**src/rtl/morse_sequence_fifo.sv**
```systemverilog
// Multi-entry store for encoded Morse letter sequences: up to two writes per cycle, pop on Enter rise.
// Build option: define MORSE_FIFO_OVERWRITE_EN to discard oldest entries instead of newest on overflow.
module morse_sequence_fifo #(
  parameter  int SEQ_W = 10,
  parameter  int DEPTH = 8,
  localparam int LVL_W = $clog2(DEPTH + 1)
) (
  input  logic             clk,
  input  logic             Reset,
  input  logic             Clear,
  input  logic             wr_valid,
  input  logic [1:0]       wr_count,
  input  logic [SEQ_W-1:0] wr_seq0,
  input  logic [SEQ_W-1:0] wr_seq1,
  input  logic             Enter,
  output logic [SEQ_W-1:0] o_sequence,
  output logic             storageSent,
  output logic             full,
  output logic             empty,
  output logic [LVL_W-1:0] level,
  output logic             overflow
);

  localparam int PTR_W = $clog2(DEPTH);
  localparam int CNT_W = LVL_W + 1;

  logic [SEQ_W-1:0] mem_q [DEPTH];

  logic [PTR_W-1:0] wr_ptr_q, wr_ptr_d;
  logic [PTR_W-1:0] rd_ptr_q, rd_ptr_d;
  logic [LVL_W-1:0] level_q, level_d;
  logic [SEQ_W-1:0] o_sequence_q, o_sequence_d;
  logic             storage_sent_q, storage_sent_d;
  logic             overflow_q, overflow_d;
  logic             enter_q, enter_d;

  logic             pop_req, pop, over;
  logic [CNT_W-1:0] n_req, free_cnt, acc, skip, level_sum;
  logic             wr_en0, wr_en1;
  logic [PTR_W-1:0] wr_addr0, wr_addr1;

  always_comb begin
    pop_req = Enter & ~enter_q;
    pop     = pop_req & (level_q != '0);

    unique case (wr_count)
      2'd0:    n_req = '0;
      2'd1:    n_req = CNT_W'(1);
      default: n_req = CNT_W'(2);
    endcase
    if (!wr_valid) n_req = '0;

    // A slot vacated by this cycle's pop is already available to the write.
    free_cnt = CNT_W'(DEPTH) - CNT_W'(level_q) + CNT_W'(pop);
    over     = (n_req > free_cnt);
    acc      = n_req;
    skip     = '0;
    if (over) begin
`ifdef MORSE_FIFO_OVERWRITE_EN
      skip = n_req - free_cnt;
`else
      acc  = free_cnt;
`endif
    end

    level_sum = CNT_W'(level_q) + acc - CNT_W'(pop) - skip;

    wr_addr0 = wr_ptr_q;
    wr_addr1 = wr_ptr_q + PTR_W'(1);
    wr_en0   = ~Clear & (acc != '0);
    wr_en1   = ~Clear & (acc > CNT_W'(1));

    wr_ptr_d       = wr_ptr_q + PTR_W'(acc);
    rd_ptr_d       = rd_ptr_q + PTR_W'(pop) + PTR_W'(skip);
    level_d        = LVL_W'(level_sum);
    o_sequence_d   = pop ? mem_q[rd_ptr_q] : o_sequence_q;
    storage_sent_d = pop;
    overflow_d     = overflow_q | over;
    enter_d        = Enter;

    if (Clear) begin
      wr_ptr_d       = '0;
      rd_ptr_d       = '0;
      level_d        = '0;
      o_sequence_d   = '0;
      storage_sent_d = 1'b0;
      overflow_d     = 1'b0;
      enter_d        = 1'b0;
    end
  end

  always_ff @(posedge clk or posedge Reset) begin
    if (Reset) begin
      wr_ptr_q       <= '0;
      rd_ptr_q       <= '0;
      level_q        <= '0;
      o_sequence_q   <= '0;
      storage_sent_q <= 1'b0;
      overflow_q     <= 1'b0;
      enter_q        <= 1'b0;
    end else begin
      wr_ptr_q       <= wr_ptr_d;
      rd_ptr_q       <= rd_ptr_d;
      level_q        <= level_d;
      o_sequence_q   <= o_sequence_d;
      storage_sent_q <= storage_sent_d;
      overflow_q     <= overflow_d;
      enter_q        <= enter_d;
    end
  end

  // Storage array is deliberately left out of reset.
  always_ff @(posedge clk) begin
    if (wr_en0) mem_q[wr_addr0] <= wr_seq0;
    if (wr_en1) mem_q[wr_addr1] <= wr_seq1;
  end

  assign o_sequence  = o_sequence_q;
  assign storageSent = storage_sent_q;
  assign level       = level_q;
  assign overflow    = overflow_q;
  assign full        = (level_q == LVL_W'(DEPTH));
  assign empty       = (level_q == '0);

endmodule

```
**config.mk**
```make
export PLATFORM = sky130hd
export DESIGN_NAME = morse_sequence_fifo
export DESIGN_NICKNAME = d
export VERILOG_FILES = /design/src/rtl/morse_sequence_fifo.sv
export SDC_FILE = /design/constraint.sdc
export NUM_CORES = 1
export LEC_CHECK = 0
export CORE_ASPECT_RATIO = 1.2
export CORE_MARGIN = 5
export CORE_UTILIZATION = 55
export DETAILED_ROUTE_END_ITERATION = 7
export PLACE_DENSITY = 0.85
export SETUP_SLACK_MARGIN = 0.15
export SYNTH_ARGS = -nofsm -noshare
export SYNTH_HDL_FRONTEND = slang
export SYNTH_SLANG_ARGS = --single-unit
```
**constraint.sdc**
```tcl
create_clock -name clk -period 5.9 [get_ports clk]
set_clock_uncertainty 0.15 [all_clocks]
set_input_delay 0.885 -clock clk [delete_from_list [all_inputs] [get_ports clk]]
set_output_delay 0.885 -clock clk [all_outputs]
set_load 0.01 [all_outputs]
```
# ---- Word-level counts from Yosys, hierarchy flattened
# Memories as Yosys holds them, arrays and structs flattened.
# Cells that the tools add are included.
dict set report totals {
  reg_bits 23
  latch_bits 0
  mem_bits_rw 80
  rom_bits 0
  inputBits 27
  output_inout_bits 18
  memories 1
}
# memory words word_bits read_ports rd_clocked_by_memory_dff write_ports line_no
set mem_list {}
lappend mem_list {mem_q 8 10 1 0 2 27} ;# logic [SEQ_W-1:0] mem_q [DEPTH];
dict set report op_classes {
  addsub 7
  multipliers 0
  div_mod_pow 0
  n_lt_le_gt_ge 2
  eq_ne 2
  n_shift 0
  muxes 15
  n_bitwise 7
  reduce_logical 5
}
# op count
set op_table {}
lappend op_table {{$mux W10} 2}
lappend op_table {{$mux W5} 2}
lappend op_table {{$mux W1} 7}
lappend op_table {{$mux W3} 2}
lappend op_table {{$add A5 B1 Y5} 1}
lappend op_table {{$gt A5 B1 Y1 const B} 1}
lappend op_table {{$gt A5 B5 Y1} 1}
lappend op_table {{$reduce_bool A5 Y1} 1}
lappend op_table {{$sub A4 B4 Y5 const A} 1}
lappend op_table {{$add A4 B4 Y4} 1}
lappend op_table {{$and A1 B1 Y1} 4}
lappend op_table {{$eq A4 B4 Y1 const B} 1}
lappend op_table {{$logic_not A4 Y1} 1}
lappend op_table {{$mux W4} 1}
lappend op_table {{$pmux W2 S2} 1}
lappend op_table {{$reduce_bool A4 Y1} 1}
lappend op_table {{$sub A4 B1 Y4} 1}
lappend op_table {{$add A3 B1 Y3} 1}
lappend op_table {{$add A3 B1 Y3 const B} 1}
lappend op_table {{$add A3 B3 Y3} 1}
lappend op_table {{$eq A2 B1 Y1 const B} 1}
lappend op_table {{$logic_not A2 Y1} 1}
lappend op_table {{$not A1 Y1} 2}
lappend op_table {{$reduce_bool A2 Y1} 1}
lappend op_table {{$or A1 B1 Y1} 1}

# ---- Longest topological paths before layout
dict set report depth {
  word_depth 10
  mapped_depth 21
}

# ---- Worst setup path before layout
# Ideal clock, no wire load.
dict set report synth_timing {
  path_kind {input -> register}
  start {input Enter}
  end {memory mem_q[1][0] (enable)}
  setup_ns 0.407
  arrival_time_ns 4.234
  path_slack_ns 1.108
  stages 13
  path_cell_list {nor3b_1 -> clkbuf_1 -> inv_1 -> ha_1 -> inv_1 -> ha_1 -> inv_1 -> ha_1 -> nor2b_1 -> o211a_1 -> nand2_1 -> o31ai_1 -> o41ai_1}
}
# item line_no
set synth_lines {}
lappend synth_lines {{start, declared} 15} ;# input logic Enter,
lappend synth_lines {{end, declared} 27}

# ---- Final worst setup path
dict set report layout_timing {
  start {input Enter}
  end {register level_q[2], in the netlist level[2]}
}
dict set report layout_via {
  elab_chain_len 8
}
# item line_no
set layout_rtl {}
lappend layout_rtl {{$and A1 B1 Y1 (*)} 43} ;# pop_req = Enter & ~enter_q;
lappend layout_rtl {{$and A1 B1 Y1 (*)} 44} ;# pop = pop_req & (level_q != '0);
lappend layout_rtl {{$add A5 B1 Y5} 54} ;# free_cnt = CNT_W'(DEPTH) - CNT_W'(level_q) + CNT_W'(pop);
lappend layout_rtl {{$gt A5 B5 Y1} 55} ;# over = (n_req > free_cnt);
lappend layout_rtl {{$mux W5} 58} ;# if (over) begin
lappend layout_rtl {{$add A4 B4 Y4} 66} ;# level_sum = CNT_W'(level_q) + acc - CNT_W'(pop) - skip;
lappend layout_rtl {{$sub A4 B1 Y4 (*)} 66}
lappend layout_rtl {{$mux W4 (*)} 81} ;# if (Clear) begin
lappend layout_rtl {{net level_d[2]} 31} ;# logic [LVL_W-1:0] level_q, level_d;
lappend layout_rtl {{end signal, assigned} 104} ;# level_q <= level_d;
lappend layout_rtl {{end, declared} 31}
# The timed path passes the listed nets; every way through them passes the cells marked *.
# A chain may end at the register's enable or synchronous reset.

==> results by group <==
Clocking
  – CTS resizes: 0
  – TritonCTS clock tree: yes
  – Number of H-tree levels: 3
  – Root Buffer: clkbuf_16
  – Clock sinks: 103
  – CTS Buffer Depth: 2
  – Clock-pin slew on the worst setup and hold paths: 0.07 ns
  – Clock Latency Late Sink: 0.34 ns
  – Cts bufs inserted: 9
  – Post-CTS Setup Repair Bufs: 0
  – CTS Hold Bufs: 0

Global routing
  – Initial antenna violation count: 0
  – Number of global-route vias before repair: 3,470
  – GR Overflow Total: 0
  – First-pass GRT wire length: 18,700 um
  – Largest net degree at the start of global routing: 26
  – Tot GR Track Use: 20.4%

Power
  – P_sw: 0.771 mW
  – Leakage: 2.36 nW
  – PwrDens: 376 nW/um2
  – Maximum vdd drop: 0.000186 V
  – Sequential power share: 40.3%
  – Combinational share of power: 35.8%
  – Clock share of power: 23.9%
  – Switching part of the total: 31.8%
  – Cell Int Power: 1.65 mW

Worst setup path
  – Startpoint types: input pin
  – Worst flop-to-flop path endpoint: level[2]
  – Register-to-Register Setup Slack: 1.37 ns
  – Crit-path max FO: 23
  – Worst EP arrival: 4.65 ns
  – R2r startpoint: level[3]
  – Crit path required time: 5.94 ns
  – Critical path type: input pin to register
  – FF-to-FF path depth: 20
  – Element type at the critical path end: register

Hold path
  – Hold path startpoint: overflow
  – Hold depth: 2
  – WHS Endpoint: overflow
  – Min-delay worst type: register to register

Final layout
  – NumNets Final: 457
  – # diodes: 0
  – Area Growth Syn to Fin: 17.2%
  – Layout cells sized above 1: 32.9%
  – Filler cells: 692
  – Non-filler cells, final: 545

Floorplanning
  – Height of the die: 120 um
  – Core area: 9910 um2
  – IO Count: 45
  – Cell Rows: 40
  – Die width: 101 um
  – Initial Util: 55.5%
  – Die ar.: 12,100 um2

Route
  – Routed Wire Length: 11,600 um
  – DRT Pass-1 Iters: 5
  – Drc violations: 0
  – DR iter-0 viols: 244
  – WL/cell: 21.3 um
  – Routed Antenna Nets: 0
  – Routed vias/inst: 6.11
  – Detailed-route via count: 3,330

Place
  – Dpl cells: 529
  – DP HPWL: 7810 um
  – GP Congestion: 0.815
  – I/O Buffers: 44
  – Dpl ws: 0.918 ns

Synthesis
  – YS warnings: 0
  – Post-Syn Area: 5500 um2
  – Async set-reset flop share out of synthesis: 22.3%
  – Syn_area_per_cell: 15.2 um2
  – Syn_nets: 405
  – Synth unique cells: 40
  – Number of synthesized flops with an enable pin: 80
  – Post-synth top flop: edfxtp_1
  – #FFs+latches synth: 103
  – Mapped Cells: 362
  – Sequential area share after synthesis: 54.1%

Run
  – MaxCap Viol Count: 0

STA
  – Hold Vio Cnt, Final: 0
  – Final worst-path cycle share: 78.1%
  – Worst Tran Pin Value: 1.03 ns
  – Max Fclk: 217 MHz
  – Endpoints failing setup: 0
  – Period minus WS final: 4.61 ns
  – Slew headroom: 31.5%
  – Setup ws final: 1.29 ns
  – RSZ-0062 raised after global routing: no
  – Final Max Slew Viols: 0
  – Setup TNS: 0 ns

Status
  – Status: finished clean
[sequential cells by signal, summed over array words and instances, names as in the netlist]
name         count
mem_q           80
wr_addr0         3
rd_ptr_q         3
enter_q          1
o_sequence      10
level            4
storageSent      1
overflow         1
[power by group through the flow]
| stage | clock network, mW | registers, mW | logic, mW |
|---|---|---|---|
| after floorplan | 0 | 0.978 | 0.581 |
| after global placement | 0 | 0.984 | 0.834 |
| after detailed placement | 0 | 0.992 | 0.870 |
| after CTS | 0.587 | 0.977 | 0.875 |
| after global routing | 0.616 | 0.987 | 0.954 |
| final | 0.580 | 0.976 | 0.866 |
[kinds of logic (layout without fill, tap and decap cells)]
kind of cell | Yosys count | after routing | share of synthesized area (%)
flip-flops | 103 | 103 | 54.1
AO/OA/AOI/OAI | 35 | 35 | 4.75
adder cells (fa/ha/maj) | 16 | 16 | 3.91
other | 1 | 1 | 0.0682
XOR/XNOR | 8 | 8 | 1.27
AND/OR/NAND/NOR | 51 | 51 | 4.80
buffers and inverters | 35 | 92 | 2.87
multiplexers | 113 | 113 | 28.2
[critical path, stage by stage]
cell and delay, ns:
clkdlybuf4s50_1 0.46, nor3b_2 0.16, buf_4 0.26, inv_1 0.08, ha_1 0.21, inv_1 0.06, ha_1 0.27, inv_1 0.08
ha_1 0.24, nor2b_1 0.15, o211a_1 0.26, nand2_1 0.13, mux2i_1 0.24, inv_1 0.07, ha_1 0.27, inv_1 0.04
ha_1 0.19, fa_1 0.38, xnor2_1 0.16, nor2_1 0.05
[stage by stage]
| step | util [%] | area [um2] | hold slack (ns) | total power [mW] |
|---|---|---|---|---|
| 2_1_floorplan | - | 5500 | 0.379 | 1.56 |
| 3_3_place_gp | 62.1 | 6160 | 0.363 | 1.82 |
| 3_5_place_dp | 62.1 | 6160 | 0.374 | 1.86 |
| 4_1_cts | 65.0 | 6440 | 0.389 | 2.44 |
| 5_1_grt | 65.0 | 6440 | 0.435 | 2.56 |
| 6_report | 65.0 | 6440 | 0.392 | 2.42 |
[Yosys cell counts (7+ instances only)]
| master | count | area [um2] |
|---|---|---|
| a211oi_1 | 10 | 75.1 |
| buf_2 | 9 | 45.0 |
| clkbuf_1 | 7 | 26.3 |
| dfrtp_1 | 23 | 576 |
| edfxtp_1 | 80 | 2400 |
| ha_1 | 14 | 175 |
| inv_1 | 16 | 60.1 |
| mux2_2 | 63 | 709 |
| mux2_4 | 18 | 270 |
| mux2i_1 | 12 | 120 |
| mux4_2 | 20 | 450 |
| nand2_1 | 8 | 30.0 |
| nor2_1 | 19 | 71.3 |
| nor2b_1 | 8 | 50.1 |
[worst max path at each step]
stage | from | slack (ns) | to
after floorplan | Enter | 1.11 | mem_q[1][0]
after global routing | level[3] | 0.95 | level[3]
after CTS | Enter | 1.27 | level[2]
after detailed placement | Enter | 0.92 | level[3]
after global placement | Enter | 1.05 | level[2]
final | Enter | 1.29 | level[2]
[per-layer routing]
layer	track usage, %	up-vias	wire length, um
met5	0	-	0
li1	-	1497	-
met2	34.2	138	5970
met3	2.73	15	756
met1	27.0	1680	4700
met4	7.56	0	200
[cell usage in the layout, fill, tap and decap left out, types with 3 or more instances in the layout]
cell,n
a211oi_1,10
a21o_1,3
a21oi_1,6
buf_4,16
clkbuf_16,9
clkdlybuf4s50_1,44
dfrtp_1,23
edfxtp_1,80
ha_1,14
inv_1,16
mux2_2,63
mux2_4,18
mux2i_1,12
mux4_2,20
nand2_1,8
nand3_1,6
nor2_1,19
nor2b_1,8
o21bai_1,4
o41ai_2,4
xnor2_1,6
[area by class of cell]
class	count	area [um2]	share of cell area [%]
flip-flops and latches	103	2980	46.2
multi-input cells	224	2400	37.2
repair buffers	60	561	8.70
clock buffers	10	229	3.55
well taps	126	158	2.45
inverters	16	60.1	0.932
clock inverters	6	58.8	0.913
No activity file was read; power rests on OpenSTA's default activity.
